--- src/rtl/qpi_sram_reader_if.sv ---
// rtl/qpi_sram_reader_if.sv - readback byte stream and SRAM pin group of qpi_sram_reader
interface qpi_sram_reader_if;
  logic [7:0] data;
  logic       data_valid;
  logic       data_ready;
  logic       sram_cs;
  logic       sram_clock;
  logic [3:0] sram_sio_tdo;
  logic [3:0] sram_sio_oe;
  logic [3:0] sram_sio_tdi;

  modport master (
    output data, data_valid, sram_cs, sram_clock, sram_sio_tdo, sram_sio_oe,
    input  data_ready, sram_sio_tdi
  );

  modport slave (
    input  data, data_valid, sram_cs, sram_clock, sram_sio_tdo, sram_sio_oe,
    output data_ready, sram_sio_tdi
  );
endinterface

--- src/rtl/qpi_sram_reader.sv ---
// rtl/qpi_sram_reader.sv - QPI read master: cmd/addr/dummy header, nibble capture, byte stream out
// Optional CS-low segmentation is enabled with the SRAM_READ_CS_SPLIT_EN macro.
module qpi_sram_reader #(
  parameter logic [7:0] READ_CMD   = 8'h03,
  parameter int         DUMMY_CLKS = 2
`ifdef SRAM_READ_CS_SPLIT_EN
  ,
  parameter int         MAX_BURST  = 1024
`endif
) (
  input  logic        clock,
  input  logic        reset_n,
  input  logic        start,
  input  logic [23:0] start_addr,
  input  logic [15:0] length,
  input  logic        abort,
  output logic        busy,
  output logic        done,
  qpi_sram_reader_if.master bus
);

  localparam logic [2:0] S_IDLE  = 3'd0;
  localparam logic [2:0] S_CMD   = 3'd1;
  localparam logic [2:0] S_ADDR  = 3'd2;
  localparam logic [2:0] S_DUMMY = 3'd3;
  localparam logic [2:0] S_READ  = 3'd4;
  localparam logic [2:0] S_CSHI  = 3'd5;
  localparam logic [2:0] S_DONE  = 3'd6;

  logic [2:0]  state_q, state_d;
  logic [7:0]  cnt_q, cnt_d;       // header nibble index, dummy period count, CSHI cycle count
  logic [15:0] rem_q, rem_d;       // bytes still to be read
  logic [23:0] addr_q, addr_d;     // address of the next byte to complete
  logic        lo_q, lo_d;         // 1 while the current READ period carries the low nibble
  logic [3:0]  hi_nib_q, hi_nib_d;
  logic        resume_q, resume_d; // CSHI is a segment break, not the end of the transfer
  logic        cs_q, cs_d;
  logic        sclk_q, sclk_d;
  logic [3:0]  tdo_q, tdo_d;
  logic [3:0]  oe_q, oe_d;
  logic        busy_q, busy_d;
  logic        done_q, done_d;
  logic [7:0]  data_q, data_d;
  logic        valid_q, valid_d;
`ifdef SRAM_READ_CS_SPLIT_EN
  logic [15:0] seg_q, seg_d;       // bytes completed in the current CS-low window
`endif

  // Nibble idx of the 8-nibble header {opcode, address}, most significant first.
  function automatic logic [3:0] hdr_nib(input logic [2:0] idx, input logic [23:0] a);
    logic [31:0] w;
    w = {READ_CMD, a} << {idx, 2'b00};
    return w[31:28];
  endfunction

  // Next-state, pin and stream logic; abort overrides everything outside IDLE/DONE.
  always_comb begin
    state_d  = state_q;
    cnt_d    = cnt_q;
    rem_d    = rem_q;
    addr_d   = addr_q;
    lo_d     = lo_q;
    hi_nib_d = hi_nib_q;
    resume_d = resume_q;
    cs_d     = cs_q;
    sclk_d   = sclk_q;
    tdo_d    = tdo_q;
    oe_d     = oe_q;
    busy_d   = busy_q;
    done_d   = 1'b0;
    data_d   = data_q;
    valid_d  = valid_q;
`ifdef SRAM_READ_CS_SPLIT_EN
    seg_d    = seg_q;
`endif

    if (valid_q && bus.data_ready) valid_d = 1'b0;

    case (state_q)
      S_IDLE: begin
        if (start) begin
          if (length != 16'd0) begin
            state_d  = S_CMD;
            cs_d     = 1'b0;
            sclk_d   = 1'b0;
            oe_d     = 4'hF;
            tdo_d    = hdr_nib(3'd0, start_addr);
            cnt_d    = 8'd0;
            rem_d    = length;
            addr_d   = start_addr;
            lo_d     = 1'b0;
            resume_d = 1'b0;
            busy_d   = 1'b1;
`ifdef SRAM_READ_CS_SPLIT_EN
            seg_d    = 16'd0;
`endif
          end else begin
            state_d = S_DONE;
            done_d  = 1'b1;
          end
        end
      end

      S_CMD, S_ADDR: begin
        if (!sclk_q) begin
          sclk_d = 1'b1;
        end else begin
          sclk_d = 1'b0;
          if (cnt_q == 8'd7) begin
            cnt_d   = 8'd0;
            oe_d    = 4'h0;
            tdo_d   = 4'h0;
            lo_d    = 1'b0;
            state_d = (DUMMY_CLKS == 0) ? S_READ : S_DUMMY;
          end else begin
            cnt_d = cnt_q + 8'd1;
            tdo_d = hdr_nib(cnt_q[2:0] + 3'd1, addr_q);
            if (cnt_q == 8'd1) state_d = S_ADDR;
          end
        end
      end

      S_DUMMY: begin
        if (!sclk_q) begin
          sclk_d = 1'b1;
        end else begin
          sclk_d = 1'b0;
          if (cnt_q == 8'(DUMMY_CLKS - 1)) begin
            cnt_d   = 8'd0;
            state_d = S_READ;
          end else begin
            cnt_d = cnt_q + 8'd1;
          end
        end
      end

      S_READ: begin
        if (!sclk_q) begin
          // A new byte only starts when the output register is free or being drained.
          if (lo_q || !valid_q || bus.data_ready) sclk_d = 1'b1;
        end else begin
          sclk_d = 1'b0;
          if (!lo_q) begin
            hi_nib_d = bus.sram_sio_tdi;
            lo_d     = 1'b1;
          end else begin
            data_d  = {hi_nib_q, bus.sram_sio_tdi};
            valid_d = 1'b1;
            lo_d    = 1'b0;
            rem_d   = rem_q - 16'd1;
            addr_d  = addr_q + 24'd1;
            if (rem_q == 16'd1) begin
              state_d  = S_CSHI;
              cs_d     = 1'b1;
              cnt_d    = 8'd0;
              resume_d = 1'b0;
            end
`ifdef SRAM_READ_CS_SPLIT_EN
            else if (seg_q == 16'(MAX_BURST - 1)) begin
              seg_d    = 16'd0;
              state_d  = S_CSHI;
              cs_d     = 1'b1;
              cnt_d    = 8'd0;
              resume_d = 1'b1;
            end else begin
              seg_d = seg_q + 16'd1;
            end
`endif
          end
        end
      end

      S_CSHI: begin
        if (cnt_q == 8'd1) begin
          if (resume_q) begin
            state_d  = S_CMD;
            cs_d     = 1'b0;
            sclk_d   = 1'b0;
            oe_d     = 4'hF;
            tdo_d    = hdr_nib(3'd0, addr_q);
            cnt_d    = 8'd0;
            lo_d     = 1'b0;
            resume_d = 1'b0;
          end else begin
            state_d = S_DONE;
            done_d  = 1'b1;
            busy_d  = 1'b0;
          end
        end else begin
          cnt_d = cnt_q + 8'd1;
        end
      end

      S_DONE: begin
        state_d = S_IDLE;
      end

      default: begin
        state_d = S_IDLE;
      end
    endcase

    // Abort: release the bus now, spend one cs-high cycle in CSHI, then DONE.
    if (abort && (state_q != S_IDLE) && (state_q != S_DONE)) begin
      state_d  = S_CSHI;
      cnt_d    = 8'd1;
      resume_d = 1'b0;
      cs_d     = 1'b1;
      sclk_d   = 1'b0;
      oe_d     = 4'h0;
      tdo_d    = 4'h0;
      valid_d  = 1'b0;
      lo_d     = 1'b0;
      done_d   = 1'b0;
      busy_d   = 1'b1;
    end
  end

  // State and output registers, asynchronously returned to the idle pin state.
  always_ff @(posedge clock or negedge reset_n) begin
    if (!reset_n) begin
      state_q  <= S_IDLE;
      cnt_q    <= 8'd0;
      rem_q    <= 16'd0;
      addr_q   <= 24'd0;
      lo_q     <= 1'b0;
      hi_nib_q <= 4'h0;
      resume_q <= 1'b0;
      cs_q     <= 1'b1;
      sclk_q   <= 1'b0;
      tdo_q    <= 4'h0;
      oe_q     <= 4'h0;
      busy_q   <= 1'b0;
      done_q   <= 1'b0;
      data_q   <= 8'h00;
      valid_q  <= 1'b0;
`ifdef SRAM_READ_CS_SPLIT_EN
      seg_q    <= 16'd0;
`endif
    end else begin
      state_q  <= state_d;
      cnt_q    <= cnt_d;
      rem_q    <= rem_d;
      addr_q   <= addr_d;
      lo_q     <= lo_d;
      hi_nib_q <= hi_nib_d;
      resume_q <= resume_d;
      cs_q     <= cs_d;
      sclk_q   <= sclk_d;
      tdo_q    <= tdo_d;
      oe_q     <= oe_d;
      busy_q   <= busy_d;
      done_q   <= done_d;
      data_q   <= data_d;
      valid_q  <= valid_d;
`ifdef SRAM_READ_CS_SPLIT_EN
      seg_q    <= seg_d;
`endif
    end
  end

  assign busy             = busy_q;
  assign done             = done_q;
  assign bus.data         = data_q;
  assign bus.data_valid   = valid_q;
  assign bus.sram_cs      = cs_q;
  assign bus.sram_clock   = sclk_q;
  assign bus.sram_sio_tdo = tdo_q;
  assign bus.sram_sio_oe  = oe_q;

endmodule

--- src/flat_wrapper.sv ---
// flat-port wrapper written by rule: the top's interface ports become plain ports
module qpi_sram_reader_flat 
#(
  parameter logic [7:0] READ_CMD   = 8'h03,
  parameter int         DUMMY_CLKS = 2

)
  (clock, reset_n, start, start_addr, length, abort, busy, done, bus_data, bus_data_valid, bus_sram_cs, bus_sram_clock, bus_sram_sio_tdo, bus_sram_sio_oe, bus_data_ready, bus_sram_sio_tdi);
  qpi_sram_reader_if bus_i ();
  input  logic clock;
  input  logic reset_n;
  input  logic start;
  input  logic [23:0] start_addr;
  input  logic [15:0] length;
  input  logic abort;
  output logic busy;
  output logic done;
  output wire logic [$bits(bus_i.data)-1:0] bus_data;
  output wire logic [$bits(bus_i.data_valid)-1:0] bus_data_valid;
  output wire logic [$bits(bus_i.sram_cs)-1:0] bus_sram_cs;
  output wire logic [$bits(bus_i.sram_clock)-1:0] bus_sram_clock;
  output wire logic [$bits(bus_i.sram_sio_tdo)-1:0] bus_sram_sio_tdo;
  output wire logic [$bits(bus_i.sram_sio_oe)-1:0] bus_sram_sio_oe;
  input wire logic [$bits(bus_i.data_ready)-1:0] bus_data_ready;
  input wire logic [$bits(bus_i.sram_sio_tdi)-1:0] bus_sram_sio_tdi;
  assign bus_data = bus_i.data;
  assign bus_data_valid = bus_i.data_valid;
  assign bus_sram_cs = bus_i.sram_cs;
  assign bus_sram_clock = bus_i.sram_clock;
  assign bus_sram_sio_tdo = bus_i.sram_sio_tdo;
  assign bus_sram_sio_oe = bus_i.sram_sio_oe;
  assign bus_i.data_ready = bus_data_ready;
  assign bus_i.sram_sio_tdi = bus_sram_sio_tdi;
  qpi_sram_reader #(.READ_CMD(READ_CMD), .DUMMY_CLKS(DUMMY_CLKS)) u_core (.clock(clock), .reset_n(reset_n), .start(start), .start_addr(start_addr), .length(length), .abort(abort), .busy(busy), .done(done), .bus(bus_i));
endmodule
--- config.mk ---
export PLATFORM = sky130hd
export DESIGN_NAME = qpi_sram_reader_flat
export DESIGN_NICKNAME = d
export VERILOG_FILES = /design/src/rtl/qpi_sram_reader_if.sv /design/src/rtl/qpi_sram_reader.sv /design/src/flat_wrapper.sv
export SDC_FILE = /design/constraint.sdc
export NUM_CORES = 1
export LEC_CHECK = 0
export CORE_UTILIZATION = 55
export DETAILED_ROUTE_END_ITERATION = 7
export PLACE_DENSITY = 0.78
export SLEW_MARGIN = 40
export SYNTH_ARGS = -nofsm -noshare
export SYNTH_HDL_FRONTEND = slang
export SYNTH_SLANG_ARGS = --single-unit
--- constraint.sdc ---
create_clock -name clock -period 2.8 [get_ports clock]
set_clock_uncertainty 0.2 [all_clocks]
set_input_delay 0.56 -clock clock [delete_from_list [all_inputs] [get_ports clock]]
set_output_delay 0.56 -clock clock [all_outputs]
set_load 0.01 [all_outputs]
After elaboration in Yosys (flattened, before gate mapping)
Index checks and enable logic that the tools add are counted.

Register bits: 78. Output and inout port bits: 21.

$add $sub $neg: 4. Eq/ne operators: 27. Shifts and indexed selects: 1. Multiplexer cells: 96. Bitwise operators: 1. Reduce and logical (&&, ||, !) cells: 30.

Operators with widths (count): $mux 24 (4); $mux 8 (12); $mux 16 (4); $mux 4 (14); $pmux 24 s2 (1); $pmux 8 s5 (1); $mux 3 (13); $mux 1 (37); $pmux 16 s2 (1); $shl 26x5->32 (1); $ne 3x1->1 const B (10); $add 24x1->24 const B (1); $pmux 4 s3 (2); $reduce_and 9->1 (2); $eq 16x1->1 const B (1); $reduce_and 8->1 (2); $reduce_bool 16->1 (1); $sub 16x1->16 const B (1); $pmux 3 s5 (1); $reduce_and 5->1 (3); $reduce_and 7->1 (2); $reduce_bool 5->1 (2); $add 8x1->8 const B (1); $eq 8x1->1 const B (1); 27 further kinds (41).

Longest topological paths before layout
Gate-level depths: netlist of run 1.

Depth in word-level cells: 7. Mapped depth: 9. Gate-level depth less buffers: 8.

Worst setup path before layout of run 1
OpenSTA, ideal clock, no wires.

Path type: register to register. Start point: register u_core.cnt_q[3]. End point: register u_core.cnt_q[0]. Library setup time: 125 ps. Arrival: 2062 ps. Setup slack: 413 ps. Cell stages (with the launch flop): 7. Buffers on the path: 1. Period minus slack after synthesis: 2387 ps. Cells stage by stage: dfrtp_1 -> or4_4 -> or4_1 -> o211ai_1 -> or2_1 -> buf_6 -> mux2_4.

Longest elaborated chain between the ends: 5.

RTL lines: from (decl) (RTL line qpi_sram_reader.sv:31) `logic [7:0] cnt_q, cnt_d;`; from (signal assigned) (RTL line qpi_sram_reader.sv:242) `cnt_q <= cnt_d;`; $eq 8x1->1 or $eq 8x3->1 (tied branches) (RTL line qpi_sram_reader.sv:128, qpi_sram_reader.sv:174, qpi_sram_reader.sv:109); $mux 8 (on tied branches) (RTL line qpi_sram_reader.sv:128, qpi_sram_reader.sv:109); $mux 8 (on tied branches) (RTL line qpi_sram_reader.sv:124, qpi_sram_reader.sv:105); $pmux 8 s5 (RTL line qpi_sram_reader.sv:79) `case (state_q)`; $mux 8 (RTL line qpi_sram_reader.sv:204) `if (abort && (state_q != S_IDLE) && (state_q != S_DONE)) begin`.

Several ways; a longest one is shown, not always the timed one. The select of a mux whose other input is x is not followed. A chain may end at the register's enable or synchronous reset.

Worst setup path in the final report of run 1
Start point: register u_core.rem_q[0]. End point: register u_core.rem_q[10].

Longest elaborated chain between the ends: 4.

RTL lines: from (decl) (RTL line qpi_sram_reader.sv:32) `logic [15:0] rem_q, rem_d;`; from (signal assigned) (RTL line qpi_sram_reader.sv:243) `rem_q <= rem_d;`; $sub 16x1->16 (RTL line qpi_sram_reader.sv:150) `rem_d = rem_q - 16'd1;`; $mux 16 (RTL line qpi_sram_reader.sv:143) `if (!lo_q) begin`; $mux 16 (RTL line qpi_sram_reader.sv:138) `if (!sclk_q) begin`; $pmux 16 s2 (RTL line qpi_sram_reader.sv:79).

Every way passes these cells. The select of a mux whose other input is x is not followed.

==> impl_metrics.env, run 1 <==
export IMPL_status="finished, violations left"
export IMPL_violations="negative hold slack"
export IMPL_clkTransAtPathRegs_ps=90
export IMPL_seq_area_sq_um=1850
export IMPL_post_cts_setup_buffers=0
export IMPL_synth_compound_area_share_pct=25.1
export IMPL_p_per_area_nw_per_um2=1100
export IMPL_fin_hold_ws_ps=-6.21
export IMPL_cts_buffers=9
export IMPL_grt_max_degree=75
export IMPL_grt_usage_pct=30.6
export IMPL_layout_drive_gt1_share_pct=12.7
export IMPL_wl_per_cell_um=17.6
export IMPL_synthArstFlopShare_pct=100
export IMPL_crit_reg2reg_launch="u_core.rem_q[0]"
export IMPL_gr_total_overflow=0
export IMPL_required_ps=2870
export IMPL_cts_sinks=74
export IMPL_worstMarginPinSlew_ps=597
export IMPL_synth_seq_area_share_pct=40.6
export IMPL_dpl_hpwl_um=8650
export IMPL_viasPerCell=6.30
export IMPL_grt_pass1_vias=4243
export IMPL_cp_arrival_ps=2720
export IMPL_fmax_ghz=0.376
export IMPL_finalCritPeriodShare_pct=94.9
export IMPL_synth_fa_ha_area_share_pct=1.59
export IMPL_switching_share_pct=42.7
export IMPL_pwr_share_comb_pct=52.0
export IMPL_antenna_cells=0
export IMPL_crit_fanout=4
export IMPL_timing_slew_headroom_pct=59.9
export IMPL_multi_input_area_sq_um=2500
export IMPL_cts_repair_resized=0
export IMPL_synthXorXnorAreaFrac_pct=0.575
export IMPL_clock_latency_ps=360
export IMPL_slew_viol_final=0
export IMPL_hold_viol_final=3
export IMPL_cp_start_kind="flop"
export IMPL_place_gp_congestion=0.890
export IMPL_grt_first_pass_wirelength_um=21000
export IMPL_intPower_mw=3.60
export IMPL_dieArea_sq_um=8670
export IMPL_vias=4413
export IMPL_synth_main_ff_cell="dfrtp_1"
export IMPL_setup_violations=0
export IMPL_io_pins=70
export IMPL_die_h_um=93.1
export IMPL_synth_seq_cells=74
export IMPL_clk_path_buf_depth=2
export IMPL_drc=0
export IMPL_routed_wl_um=12400
export IMPL_layout_common_cells="73 x dfrtp_1, 68 x clkdlybuf4s50_1, 52 x nand2_1"
export IMPL_startpoint="u_core.rem_q[0]"
export IMPL_ctsRootBufferMaster="clkbuf_8"
export IMPL_p_leak_nw=2.31
export IMPL_dr_pass1_iters=7
export IMPL_fin_crit_ps=2660
export IMPL_end_kind="flop"
export IMPL_cts_tree="done"
export IMPL_cts_htree_levels=3
export IMPL_drtIter0Drc=327
export IMPL_muxShareOfSynthArea_pct=6.35
export IMPL_ant_nets=0
export IMPL_switchingPower_mw=2.69
export IMPL_synth_fp_nets=576
export IMPL_synth_area_per_cell_sq_um=8.75
export IMPL_ys_types=66
export IMPL_synth_area_sq_um=4570
export IMPL_layout_commonest_cell="dfrtp_1"
export IMPL_fin_setup_tns_ps=0
export IMPL_synth_simple_gate_area_share_pct=20.9
export IMPL_synth_top_family_by_area="compound AO/OA/AOI/OAI gates"
export IMPL_max_cap_violations=0
export IMPL_rsz0062_at_grt="no"
export IMPL_min_path_type="input port to async pin"
export IMPL_clkPwrFrac_pct=16.0
export IMPL_post_place_ws_ps=-155
export IMPL_area_growth_pct=25.4
export IMPL_fin_ws_ps=143
export IMPL_portBuffers=69
export IMPL_hold_buffers=0
export IMPL_yosysWarnings=0
export IMPL_peakVddDrop_mv=0.565
export IMPL_fin_nets=648
export IMPL_synthCells=522
export IMPL_seqPwrFrac_pct=32.1
export IMPL_num_rows=32
export IMPL_critical_path_class="flop to flop"
export IMPL_n_fill_cell=598
export IMPL_antenna_found_initial=0
export IMPL_die_x_um=93.1
export IMPL_core_sq_um=7890
export IMPL_synth_edff_count=0
export IMPL_start_util_pct=57.9
==> critical path: stages (launching register included) <==
cell       delay, ps
dfrtp_1          410
inv_1            120
ha_1             210
or3b_1           380
nor3_1           330
nand2_1          180
or3_1            370
a21oi_1          180
a2bb2oi_1        180
==> logic make-up (layout without fill, tap and decap cells) <==
kind of cell             Yosys count  count (layout)
AND/OR/NAND/NOR                  184             184
multiplexers                      22              22
AO/OA/AOI/OAI                    182             182
XOR/XNOR                           3               3
flip-flops                        74              74
buffers and inverters             51             128
adder cells (fa/ha/maj)            6               6
==> synthesized netlist by cell type, types with 8 or more instances <==
cell type / number / area share (%)
a21oi_1: 50 / 5.5
a2bb2oi_1: 10 / 1.9
and3_1: 9 / 1.2
buf_2: 9 / 0.99
clkbuf_1: 24 / 2.0
dfrtp_1: 73 / 40
inv_1: 12 / 0.99
mux2_2: 12 / 3.0
nand2_1: 52 / 4.3
nand2b_1: 8 / 1.1
nand3_1: 22 / 2.4
nor2_1: 27 / 2.2
nor2b_1: 10 / 1.4
nor3_1: 15 / 1.6
nor4_1: 8 / 1.1
o21ai_0: 47 / 5.1
o22ai_1: 17 / 2.3
o2bb2ai_1: 8 / 1.5
o31ai_1: 8 / 1.3
==> metal layers <==
metal	wire length (um)	GRT usage (%)	part of all wire, %
met1	5510	43.2	45
met2	5770	48.4	47
met3	893	4.55	7.2
met5	0	0	0
met4	173	9.74	1.4
==> power by group through the flow <==
| stage | clock, mW | combinational [mW] | sequential, mW |
|---|---|---|---|
| after global placement | 0 | 3.14 | 1.99 |
| after global routing | 1.05 | 3.60 | 2.08 |
| after detailed placement | 0 | 3.23 | 2.02 |
| after CTS | 1.00 | 3.25 | 2.00 |
| after floorplan | 0 | 2.24 | 1.91 |
| final | 1.00 | 3.27 | 2.02 |
==> flip-flops by register name, summed over array words and instances, names as in the netlist, 3 cells and up <==
name	count
u_core.state_q	3
u_core.bus.data	8
u_core.hi_nib_q	4
u_core.cnt_q	8
u_core.addr_q	24
u_core.bus.sram_sio_tdo	4
u_core.rem_q	16
==> path summary, 6_finish.rpt <==
path                            slack, ps                    endpoint  cells past startpoint
worst max-delay path                  140            u_core.rem_q[10]                      8
worst min register to register        290  u_core.bus.sram_sio_tdo[2]                      2
worst min-delay path                   -6           u_core.addr_q[23]                      2
max in group asynchronous            2030          u_core.bus.sram_cs                      2
worst max register to register        140            u_core.rem_q[10]                      8
min in group clock                    290  u_core.bus.sram_sio_tdo[2]                      2
==> area by class of cell <==
type | instances | area share, %
Tap cell | 102 | 2.23
Multi-Input combinational cell | 397 | 43.6
Timing Repair Buffer | 100 | 16.9
Inverter | 12 | 0.786
Clock buffer | 12 | 2.88
Sequential cell | 74 | 32.4
Clock inverter | 4 | 1.27
==> per-stage QoR <==
stage | area (sq um) | instances | total power, mW | utilization [%]
floorplan | 4570 | 522 | 4.15 | -
global placement | 5490 | 685 | 5.13 | 69.6
detailed placement | 5490 | 685 | 5.24 | 69.6
CTS | 5730 | 701 | 6.25 | 72.6
global route | 5730 | 701 | 6.73 | 72.6
finish | 5730 | 701 | 6.29 | 72.6
(Power assumes the default switching activity.)
==> run 2: changes to the inputs <==
--- a/config.mk
+++ b/config.mk
@@ -8,7 +8,6 @@
 export CORE_UTILIZATION = 55
 export DETAILED_ROUTE_END_ITERATION = 7
 export PLACE_DENSITY = 0.78
-export SLEW_MARGIN = 40
 export SYNTH_ARGS = -nofsm -noshare
 export SYNTH_HDL_FRONTEND = slang
 export SYNTH_SLANG_ARGS = --single-unit
==> results of run 2 <==
The final DEF is identical to that of run 1; final timing and power are the same.
==> run 3: changes to the inputs <==
--- a/config.mk
+++ b/config.mk
@@ -5,6 +5,7 @@
 export SDC_FILE = /design/constraint.sdc
 export NUM_CORES = 1
 export LEC_CHECK = 0
+export ABC_CLOCK_PERIOD_IN_PS = 2680
 export CORE_UTILIZATION = 55
 export DETAILED_ROUTE_END_ITERATION = 7
 export PLACE_DENSITY = 0.78
==> constraint.sdc (replaced) <==
create_clock -name clock -period 2.68 [get_ports clock]
set_clock_uncertainty 0.2 [all_clocks]
set_input_delay 0.536 -clock clock [delete_from_list [all_inputs] [get_ports clock]]
set_output_delay 0.536 -clock clock [all_outputs]
set_load 0.01 [all_outputs]
==> impl_metrics.env, run 3 (synthesized netlist as in run 1, its figures left out) <==
export IMPL_drc=0
export IMPL_n_fill_cell=597
export IMPL_post_place_ws_ps=-256
export IMPL_ctsRootBufferMaster="clkbuf_8"
export IMPL_required_ps=2720
export IMPL_gr_total_overflow=0
export IMPL_met2_usage_pct=47.1
export IMPL_layout_drive_gt1_share_pct=14.9
export IMPL_core_sq_um=7890
export IMPL_area_growth_pct=26.6
export IMPL_portBuffers=69
export IMPL_die_x_um=93.1
export IMPL_design_area_sq_um=5780
export IMPL_dieArea_sq_um=8670
export IMPL_vias=4470
export IMPL_peakVddDrop_mv=0.497
export IMPL_grt_max_degree=54
export IMPL_cp_start_kind="flop"
export IMPL_layout_commonest_cell="dfrtp_1"
export IMPL_status="finished, final reports clean"
export IMPL_antenna_found_initial=0
export IMPL_setup_violations=0
export IMPL_fin_crit_ps=2560
export IMPL_cp_arrival_ps=2600
export IMPL_regMostFlops="u_core.addr_q"
export IMPL_grt_first_pass_wirelength_um=20600
export IMPL_grt_busiest_layer="met2"
export IMPL_dpl_hpwl_um=8900
export IMPL_wl_per_cell_um=17.2
export IMPL_rsz0062_at_grt="no"
export IMPL_grtUsageMet3_pct=5.53
export IMPL_fin_nets=662
export IMPL_place_gp_congestion=0.919
export IMPL_cts_htree_levels=3
export IMPL_cts_tree="done"
export IMPL_grt_pass1_vias=4287
export IMPL_hold_viol_final=0
export IMPL_timing_slew_headroom_pct=57.9
export IMPL_finalCritPeriodShare_pct=95.7
export IMPL_slew_viol_final=0
export IMPL_grt_usage_pct=30.1
export IMPL_place_inst=699
export IMPL_max_cap_violations=0
export IMPL_die_h_um=93.1
export IMPL_met1_usage_pct=42.4
export IMPL_num_rows=32
export IMPL_layout_common_cells="73 x dfrtp_1, 68 x clkdlybuf4s50_1, 52 x nand2_1"
export IMPL_end_kind="flop"
export IMPL_fin_setup_tns_ps=0
export IMPL_fin_ws_ps=115
export IMPL_critical_path_class="flop to flop"
export IMPL_worstMarginPinSlew_ps=629
export IMPL_p_per_area_nw_per_um2=1120
export IMPL_crit_fanout=7
export IMPL_cts_sinks=74
export IMPL_start_util_pct=57.9
export IMPL_clock_latency_ps=350
export IMPL_reg2reg_depth=7
export IMPL_reg_top3="u_core.addr_q (24), u_core.rem_q (16)"
export IMPL_final_core_util_pct=73.3
export IMPL_fmax_ghz=0.390
export IMPL_drtIter0Drc=315
export IMPL_dpl_instance_area_sq_um=5580
export IMPL_antenna_cells=0
export IMPL_dr_pass1_iters=5
export IMPL_p_leak_nw=2.35
export IMPL_viasPerCell=6.26
export IMPL_min_path_type="input port to async pin"
export IMPL_clk_path_buf_depth=2
export IMPL_clkTransAtPathRegs_ps=80
export IMPL_cts_buffers=9
export IMPL_largest_reg_flops=24
export IMPL_stdcell_count=714
export IMPL_ant_nets=0
export IMPL_routed_wl_um=12300
export IMPL_io_pins=70
==> run 3: cell types whose count changed in the layout (fill, tap and decap cells not counted), sizes merged <==
| cell | previous run | this run |
|---|---|---|
| clkbuf | 12 | 10 |
| clkinvlp | 1 | 2 |
| bufinv | 2 | 1 |
| buf | 32 | 46 |
| clkinv | 1 | 2 |
==> run 3: final timing paths <==
path                                            startpoint                         end  slack, ps
worst min-delay path                               reset_n  u_core.bus.sram_sio_tdo[3]         10
worst max register to register             u_core.cnt_q[3]             u_core.cnt_q[5]        120
min in group clock              u_core.bus.sram_sio_tdo[2]  u_core.bus.sram_sio_tdo[2]        280
worst min register to register  u_core.bus.sram_sio_tdo[2]  u_core.bus.sram_sio_tdo[2]        280
max in group asynchronous                          reset_n          u_core.bus.sram_cs       1820
worst max-delay path                       u_core.cnt_q[3]             u_core.cnt_q[5]        120
==> run 3: what timing repair did <==
action / 4_1_cts / 5_1_grt
endpoints found under the setup margin: 0 / 3
hold buffers: 0 / 0
setup buffers: 0 / 0
gates resized for setup: 0 / 2
==> run 3: final cells by class <==
cell class | count | area, sq um | share of cell area (%)
Sequential cell | 74 | 1850 | 32.0
Inverter | 12 | 45.0 | 0.779
Clock inverter | 5 | 55.1 | 0.952
Timing Repair Buffer | 114 | 1060 | 18.3
Tap cell | 102 | 128 | 2.21
Multi-Input combinational cell | 397 | 2500 | 43.3
Clock buffer | 10 | 138 | 2.38
==> run 3: power by group <==
part / switching, mW / internal, mW
clock network: 0.424 / 0.447
registers: 0.547 / 1.60
logic: 1.82 / 1.64
total: 2.79 / 3.69
==> run 3: critical path: stages, from the launching register on <==
cell and delay, ps:
dfrtp_1 430, or4_4 580, or4_1 510, o211ai_1 170
or2_4 210, buf_4 140, o21ai_0 100, o31ai_1 100
==> run 3: per-stage QoR <==
step                      power, mW  hold WS, ps
after global placement         5.43          262
after detailed placement       5.56          266
after global routing           6.97         31.3
after CTS                      6.44         24.6
after floorplan                4.34         40.4
final                          6.47         13.0
==> run 3: metal layers <==
metal | share of wire (%) | routed length [um]
met1 | 45 | 5500
met2 | 47 | 5700
met3 | 6.6 | 813
met4 | 1.9 | 235
met5 | 0 | 0
